## config.mk

```make
export PLATFORM = sky130hd
export DESIGN_NAME = mem_arbiter
export DESIGN_NICKNAME = d
export VERILOG_FILES = /design/src/rtl/mem_arbiter.sv
export SDC_FILE = /design/constraint.sdc
export NUM_CORES = 1
export LEC_CHECK = 0
export CAP_MARGIN = 40
export CELL_PAD_IN_SITES_DETAIL_PLACEMENT = 0
export CELL_PAD_IN_SITES_GLOBAL_PLACEMENT = 1
export CORE_MARGIN = 2
export CORE_UTILIZATION = 25
export CTS_CLUSTER_DIAMETER = 100
export DETAILED_ROUTE_END_ITERATION = 7
export HOLD_SLACK_MARGIN = 0.08
export PLACE_DENSITY = 0.71
export SYNTH_ARGS = -nofsm -noshare
export SYNTH_HDL_FRONTEND = slang
export SYNTH_SLANG_ARGS = --single-unit
```

## constraint.sdc

```tcl
create_clock -name clk -period 3.21 [get_ports clk]
set_input_delay 0.321 -clock clk [delete_from_list [all_inputs] [get_ports clk]]
set_output_delay 0.321 -clock clk [all_outputs]
set_load 0.05 [all_outputs]
```

## src/rtl/mem_arbiter.sv

```systemverilog
// Two-port round-robin memory arbiter with a write-only MMIO (VGA character buffer) window.
// One transaction in flight; grant is issued combinationally from IDLE, completion via ack/err pulses.
module mem_arbiter #(
  parameter int unsigned WORD_SIZE    = 32,
  parameter int unsigned READ_LATENCY = 2,
  parameter logic [31:0] MMIO_BASE    = 32'h0007_0000,
  parameter int unsigned WR_TIMEOUT   = 255
) (
  input  logic                 clk,
  input  logic                 rst,
  input  logic                 req0,
  input  logic                 req1,
  input  logic [1:0]           size0,
  input  logic [1:0]           size1,
  input  logic [31:0]          addr0,
  input  logic [31:0]          addr1,
  input  logic [WORD_SIZE-1:0] wdata0,
  input  logic [WORD_SIZE-1:0] wdata1,
  output logic                 gnt0,
  output logic                 gnt1,
  output logic                 ack0,
  output logic                 ack1,
  output logic                 err0,
  output logic                 err1,
  output logic [WORD_SIZE-1:0] rdata,
  output logic [31:0]          mem_addr,
  output logic [1:0]           mem_write,
  output logic [WORD_SIZE-1:0] mem_wdata,
  input  logic [WORD_SIZE-1:0] mem_rdata,
  input  logic                 mem_done,
  input  logic                 mem_error,
  output logic                 vga_we,
  output logic [12:0]          vga_addr,
  output logic [WORD_SIZE-1:0] vga_data,
  output logic                 busy
);

  localparam int unsigned MAXC = (WR_TIMEOUT > READ_LATENCY) ? WR_TIMEOUT : READ_LATENCY;
  localparam int unsigned CW   = ($clog2(MAXC + 1) > 1) ? $clog2(MAXC + 1) : 1;
  localparam logic [CW-1:0] RD_LAST = CW'(READ_LATENCY - 1);
  localparam logic [CW-1:0] TO_LAST = CW'(WR_TIMEOUT - 1);

  typedef enum logic [2:0] {
    IDLE,
    READ_WAIT,
    WRITE_WAIT,
    VGA_WRITE,
    RESP
  } state_t;

  state_t               r_state;
  state_t               w_next;
  logic                 r_port;
  logic                 r_prio1;
  logic                 r_err;
  logic [CW-1:0]        r_cnt;
  logic [1:0]           r_size;
  logic [WORD_SIZE-1:0] r_rdata;
  logic [31:0]          r_mem_addr;
  logic [WORD_SIZE-1:0] r_mem_wdata;
  logic [12:0]          r_vga_addr;
  logic [WORD_SIZE-1:0] r_vga_data;

  logic                 w_sel;
  logic                 w_grant;
  logic [1:0]           w_size;
  logic [31:0]          w_addr;
  logic [WORD_SIZE-1:0] w_wdata;
  logic [WORD_SIZE-1:0] w_wshift;
  logic                 w_misal;
  logic                 w_mmio;
  logic                 w_rd_fail;
  logic                 w_wr_fail;

  always_comb begin
    // Port 1 wins only when alone or when the pointer favours it.
    w_sel    = req1 & (~req0 | r_prio1);
    w_grant  = rst & (req0 | req1) & (r_state == IDLE);
    w_size   = w_sel ? size1  : size0;
    w_addr   = w_sel ? addr1  : addr0;
    w_wdata  = w_sel ? wdata1 : wdata0;
    w_misal  = ((w_size == 2'd2) & w_addr[0]) | ((w_size == 2'd3) & (w_addr[1:0] != 2'b00));
    w_mmio   = (w_addr >= MMIO_BASE);
    w_wshift = w_wdata;
    case (w_size)
      2'd1:    w_wshift = w_wdata << 24;
      2'd2:    w_wshift = w_wdata << 16;
      default: w_wshift = w_wdata;
    endcase
    w_rd_fail = mem_error;
    w_wr_fail = mem_error | (~mem_done & (r_cnt == TO_LAST));

    w_next = r_state;
    case (r_state)
      IDLE: begin
        if (w_grant) begin
          if (w_misal)             w_next = RESP;
          else if (w_size == 2'd0) w_next = w_mmio ? RESP : READ_WAIT;
          else                     w_next = w_mmio ? VGA_WRITE : WRITE_WAIT;
        end
      end
      READ_WAIT:  if (mem_error || r_cnt == RD_LAST) w_next = RESP;
      WRITE_WAIT: if (mem_error || mem_done || r_cnt == TO_LAST) w_next = RESP;
      VGA_WRITE:  w_next = RESP;
      RESP:       w_next = IDLE;
      default:    w_next = IDLE;
    endcase

    gnt0      = w_grant & ~w_sel;
    gnt1      = w_grant & w_sel;
    ack0      = (r_state == RESP) & ~r_err & ~r_port;
    ack1      = (r_state == RESP) & ~r_err & r_port;
    err0      = (r_state == RESP) & r_err & ~r_port;
    err1      = (r_state == RESP) & r_err & r_port;
    mem_write = (r_state == WRITE_WAIT) ? r_size : 2'd0;
    vga_we    = (r_state == VGA_WRITE);
    busy      = (r_state != IDLE);
    rdata     = r_rdata;
    mem_addr  = r_mem_addr;
    mem_wdata = r_mem_wdata;
    vga_addr  = r_vga_addr;
    vga_data  = r_vga_data;
  end

  always_ff @(posedge clk or negedge rst) begin
    if (!rst) begin
      r_state     <= IDLE;
      r_port      <= 1'b0;
      r_prio1     <= 1'b0;
      r_err       <= 1'b0;
      r_cnt       <= '0;
      r_size      <= '0;
      r_rdata     <= '0;
      r_mem_addr  <= '0;
      r_mem_wdata <= '0;
      r_vga_addr  <= '0;
      r_vga_data  <= '0;
    end else begin
      r_state <= w_next;
      case (r_state)
        IDLE: begin
          if (w_grant) begin
            r_port  <= w_sel;
            r_prio1 <= ~w_sel;
            r_err   <= w_misal;
            r_cnt   <= '0;
            r_size  <= w_size;
            if (!w_misal) begin
              if (w_size == 2'd0) begin
                if (w_mmio) r_rdata    <= '0;
                else        r_mem_addr <= w_addr;
              end else if (w_mmio) begin
                r_vga_addr <= w_addr[12:0];
                r_vga_data <= w_wdata;
              end else begin
                r_mem_addr  <= w_addr;
                r_mem_wdata <= w_wshift;
              end
            end
          end
        end
        READ_WAIT: begin
          r_cnt <= r_cnt + CW'(1);
          if (w_rd_fail)             r_err   <= 1'b1;
          else if (r_cnt == RD_LAST) r_rdata <= mem_rdata;
        end
        WRITE_WAIT: begin
          r_cnt <= r_cnt + CW'(1);
          if (w_wr_fail) r_err <= 1'b1;
        end
        default: ;
      endcase
    end
  end

endmodule

```

## Yosys cells after proc, flatten, opt, wreduce, memory -nomap -nowiden

Cells that the tools add are included.

| storage, ports and cells | value |
|---|---|
| register bits | 157 |
| input port bits | 170 |
| word-level logic and storage cells | 103 |

| operators by class | value |
|---|---|
| add/subtract/negate cells | 1 |
| $lt $le $gt $ge | 1 |
| eq/ne operators | 19 |
| mux-type cells | 26 |
| bitwise operators | 26 |
| reductions and logical operators | 19 |

Operators with widths:

| cell | count |
|---|---|
| $mux W32 | 8 |
| $pmux W32 S2 | 2 |
| $ge A32 B19 Y1 const B | 1 |
| $mux W3 | 6 |
| $ne A2 B2 Y1 const B | 9 |
| $pmux W8 S2 | 1 |
| $and A1 B1 Y1 | 14 |
| $pmux W3 S4 | 1 |
| $reduce_and A5 Y1 | 2 |
| $add A8 B1 Y8 const B | 1 |
| $eq A8 B1 Y1 const B | 1 |
| $eq A8 B8 Y1 const B | 1 |
| $mux W8 | 1 |
| $not A1 Y1 | 8 |
| $reduce_and A4 Y1 | 2 |
| $reduce_and A7 Y1 | 1 |
| $eq A3 B2 Y1 const B | 2 |
| $reduce_bool A2 Y1 | 3 |
| $reduce_bool A3 Y1 | 2 |
| $eq A2 B2 Y1 const B | 2 |
| $mux W1 | 4 |
| $mux W2 | 2 |
| $or A1 B1 Y1 | 4 |
| $reduce_and A2 Y1 | 2 |
| 10 further kinds | 12 |

## Logic depth before layout (Yosys ltp)

| logic depth | value |
|---|---|
| depth after elaboration | 10 |
| gate-level depth with buffers | 13 |
| mapped depth without buffers | 9 |

## Worst setup path after synthesis

No wires, ideal clock.

| timing | value |
|---|---|
| path type | register to register |
| start point | register r_prio1 |
| end point | register r_vga_addr[12], in the netlist vga_addr[12] |
| setup time | 0.125 ns |
| arrival time | 3.392 ns |
| setup slack | -0.307 ns |
| stages on the path, launching flop included | 13 |
| buffers on the path | 3 |
| clock period less this slack | 3.517 ns |
| path through | dfrtp_1 nand2b_4 nand2_2 buf_1 buf_1 mux2i_1 inv_1 ha_1 nand4_1 a311oi_4 nor4_4 buf_6 mux2_4 |

| between the ends | value |
|---|---|
| longest elaborated chain between the ends | 8 |

Ends and longest elaborated chain:

| item | RTL line | RTL |
|---|---|---|
| from (decl) | 54 | `logic r_prio1;` |
| from (signal assigned) | 144 | `r_prio1 <= ~w_sel;` |
| $or A1 B1 Y1 * | 77 | `w_sel = req1 & (~req0 \| r_prio1);` |
| $and A1 B1 Y1 * | 77 |  |
| $mux W2 * | 79 | `w_size = w_sel ? size1 : size0;` |
| named net w_size[1] | 66 | `logic [1:0] w_size;` |
| $eq A2 B2 Y1 | 82 | `w_misal = ((w_size == 2'd2) & w_addr[0]) \| ((w_size == 2'd3) & (w_addr[1:0] != 2'b00));` |
| $and A1 B1 Y1 | 82 |  |
| $or A1 B1 Y1 | 82 |  |
| $not A1 Y1 (no source line) | n/a |  |
| $reduce_and A5 Y1 (no source line) * | n/a |  |
| to (signal assigned) | 153 | `r_vga_addr <= w_addr[12:0];` |
| to (decl) | 61 | `logic [12:0] r_vga_addr;` |

The timed path passes the listed nets; every way through them passes the cells marked *.
A chain may end at the register's enable or synchronous reset.

## Worst setup path in the final report

| timing | value |
|---|---|
| start point | register r_state[1] |
| end point | output port mem_write[0] |

| between the ends | value |
|---|---|
| longest elaborated chain between the ends | 2 |

Ends and longest elaborated chain:

| item | RTL line | RTL |
|---|---|---|
| from (decl) | 51 | `state_t r_state;` |
| from (signal assigned) | 139 | `r_state <= w_next;` |
| $eq A3 B2 Y1 | 115 | `mem_write = (r_state == WRITE_WAIT) ? r_size : 2'd0;` |
| $mux W2 | 115 |  |
| to (decl) | 27 | `output logic [1:0] mem_write,` |

Every way passes these cells.

==> results.md <==
- Share of power burned in combinational logic: 48.3%
- Total Routed Length: about 24000 um
- Initial Utilization: 25.38%
- Area of the multi-input gates: between 3000 and 4000 sq um
- Clk pwr share: between 20% and 30%
- Number of synthesized register bits: 157
- Drt first-iter violations: 371
- Num ports: 321
- Final Hold Slack: around 0.47 ns
- Vias in the first global route: ~6000
- Post-synthesis net count: 752
- Sequential fraction of the synthesis area: 52.22%
- Layout overhead on the synthesized area: 57.41%
- Delay-heaviest family, CP: buffers and inverters
- Worst Setup Start Kind: flip-flop
- Max rail drop VDD: 0.5567 mV
- Worst reg-to-reg path cell count: 10
- Worst-path clk slew: 0.07 ns
- Worst r2r dst: mem_wdata[3]
- Power per standard cell area: 793.3 nW/um^2
- Final Max Slew Viols: 0
- Number of port buffers: 320
- MaxCap Viol Count: 0
- Final Non-Filler Cells: 1299
- Int Pwr: 0.005397 W
- Slew HR: 50.46%
- Worst Setup SP: r_state[1]
- CTS Sinks: 157
- Final WS setup: 0.5177 ns
- Sequential Area: 3929 sq um
- Met3 GRT Util: 4.370%
- RSZ-0062 raised after global routing: false
- Vias per std cell: 4.541
- Residual DRC count: 0
- CTS max path bufs: 2
- Max Freq: approximately 370 MHz
- Final hold vios: 0
- First-pass DRT Iterations: 5
- M2 GR Usage: 25.36%
- Crit-path cells: nor3b_1, and2_1, clkdlybuf4s50_1
- Pre-CTS worst setup slack: 0.1344 ns
- Crit path largest cell delay: just over 0.8 ns
- Setup_tns: 0 ns
- FF-to-FF Start: r_prio1
- RePlAce Congestion: 0.7967
- Num rows: 63
- Final worst-path cycle share: between 80% and 90%
- First-pass GRT wire length: ~37000 um
- GR Overflow Total: 0
- CTS tree: yes
- Slowest stage cell, crit path: clkdlybuf4s50_1
- Flop pwr share: 29.9%
- CP Max Fanout: 8
- Crit path capture: mem_write[0]
- Synth Cell Area: 7523 sq um
- Global route hottest layer: met2
- CTS Root Buffer Type: clkbuf_16
- Nets: 1075
- Distinct cells, synth: 55
- Total net switching power: between 0.003 and 0.004 W
- Switching Share: 42.55%
- Internal reg-to-reg setup slack: 0.54 ns
- Static leakage: a little over 5 nW
- Share of post-route cells with drive strength above 1: 21.45%
- Die area: 31500 sq um
- Avg Synthesized Cell Area: approximately 13 sq um
- Diodes inserted: 0
- Buf/Inv on CP: 1
- Pin count of the biggest net entering global routing: 65
- Crit Path Class: flip-flop to output pin
- Initial antenna violation count: 0
- WP data required: 2.89 ns
- GR met1 Demand/Resource: 19.84%
- Total Routing Usage GR: around 15%
- HP Class: flip-flop to flip-flop
- Clock skew: 0.01446 ns
- Final ANT Viol Nets: 0
- Skew-Pair Late Insertion Delay: 0.42 ns
- Synth area leader: dfrtp_1
- Inserted Clock Buffers: 17
- WHS Path Cells: 2
- Post-synthesis cell count: 573
- Final Critical Period: around 2.7 ns
- Fillers: 2839
- Crit path DAT: 2.37 ns
- Placeable Area: 29640 sq um
- Via count: 5899
- CP Depth: 3
- Slew @ Worst Pin: 0.7423 ns
- Largest cells by area after synthesis: dfrtp_1 (52%), mux2_2 (13%), mux2_4 (7.4%)
- Share of the synthesized area in the top cell type: between 50% and 60%
- Dpl hpwl: 18440 um
- Synthesis Warnings: 0
- Htree depth: 4
- Die height: between 150 and 200 um
- Placed insts: 1266
- CP Capture Type: output pin
- Status: finished clean
- Die X: 177.5 um
- Final setup violation count: 0
- WL/cell: ~19 um
==> synth_stat cells (all sizes together) <==
| cell type | n |
|---|---|
| mux2i | 10 |
| a21oi | 5 |
| nor2b | 2 |
| mux2 | 131 |
| nand4b | 1 |
| a211oi | 1 |
| xor2 | 3 |
| o221ai | 1 |
| a22o | 40 |
| or3b | 1 |
| nor4b | 1 |
| or3 | 2 |
| nand3b | 1 |
| clkbuf | 13 |
| nand3 | 6 |
| nand2b | 2 |
| a311oi | 1 |
| o21ai | 29 |
| o31ai | 10 |
| a222oi | 8 |
| o211ai | 2 |
| nor3b | 2 |
| and2 | 26 |
| ha | 9 |
| nor3 | 6 |
| inv | 13 |
| a21o | 3 |
| nor4 | 9 |
| buf | 25 |
| o2111ai | 1 |
| a2bb2o | 1 |
| o41ai | 9 |
| or2 | 1 |
| nand4 | 3 |
| or4b | 1 |
| dfrtp | 157 |
| and2b | 1 |
| and3 | 1 |
| and3b | 1 |
| nor2 | 17 |
| o41a | 1 |
| nand2 | 16 |
==> final cells by class <==
type / instances / area share [%]
multi-input cells: 365 / 28.22
clock inverters: 14 / 1.236
repair buffers: 342 / 29.13
flip-flops and latches: 157 / 33.17
clock buffers: 18 / 3.708
inverters: 13 / 0.4120
well taps: 390 / 4.120
==> registers in the layout, summed over array words and instances (netlist names) <==
signal     flops
mem_addr      32
mem_wdata     32
rdata         32
vga_data      32
vga_addr      13
r_cnt          8
r_state        3
r_size         2
r_err          1
r_port         1
r_prio1        1
==> stage by stage <==
stage | area, sq um | total power (W) | util (%)
after floorplan | 7526 | 0.005747 | -
after global placement | 11220 | 0.007377 | 37.85
after detailed placement | 11250 | 0.007396 | 37.95
after CTS | 11840 | 0.009511 | 39.96
after global routing | 11840 | 0.009862 | 39.96
final | 11840 | 0.009395 | 39.96
==> worst min-delay path by stage <==
stage,start,end
4_1_cts,r_size[1],r_size[1]
6_report,r_size[1],r_size[1]
3_5_place_dp,rst,mem_wdata[2]
2_1_floorplan,rst,mem_addr[0]
3_3_place_gp,rst,rdata[18]
5_1_grt,mem_rdata[27],rdata[27]
==> power by group through the flow <==
stage          Sequential, W  Combinational (W)  Clock [W]
2_1_floorplan        0.00440            0.00135          0
3_3_place_gp         0.00284            0.00454          0
3_5_place_dp         0.00284            0.00456          0
4_1_cts              0.00282            0.00458    0.00212
5_1_grt              0.00288            0.00477    0.00221
6_report             0.00281            0.00453    0.00205
==> what timing repair did <==
action,4_1_cts,5_1_grt
gates resized for setup,0,0
buffers inserted,0,0
hold buffers,1,0
hold endpoints to repair,36,0
==> placed cells by master, fill, tap and decap left out, types with 8 or more instances in the layout <==
cell	instances
ha_1	9
mux2_4	37
o21ai_0	29
a222oi_1	8
mux2i_1	10
and2_1	25
nor2_1	15
dfrtp_1	157
mux2_2	89
clkdlybuf4s50_1	317
clkbuf_16	17
nand2_1	15
o31ai_1	10
buf_4	17
a22o_1	40
inv_1	13
o41ai_1	9
==> cells by family (layout without fill, tap and decap cells) <==
group,count (synthesis),after routing,share of synthesized area [%]
multiplexers,141,141,22.78
AO/OA/AOI/OAI,112,112,11.56
buffers and inverters,51,387,3.426
flip-flops,157,157,52.22
adder cells (fa/ha/maj),9,9,1.497
AND/OR/NAND/NOR,100,100,8.166
XOR/XNOR,3,3,0.3493
==> worst reg2reg max path, stage by stage (launching register included) <==
cell and delay, ns:
dfrtp_1 0.40, nand2b_4 0.18, nand2_4 0.10, mux2i_1 0.25
ha_1 0.24, nand4_1 0.18, a311oi_4 0.49, buf_4 0.20
buf_4 0.28, o21ai_0 0.16, o41ai_1 0.07
==> per-layer routing <==
layer	up-vias	routed length (um)
met5	-	0
met4	0	360
met3	24	1667
met2	215	11700
met1	2899	10750
li1	2761	-
Note: power is estimated with default switching activity, not from simulation.
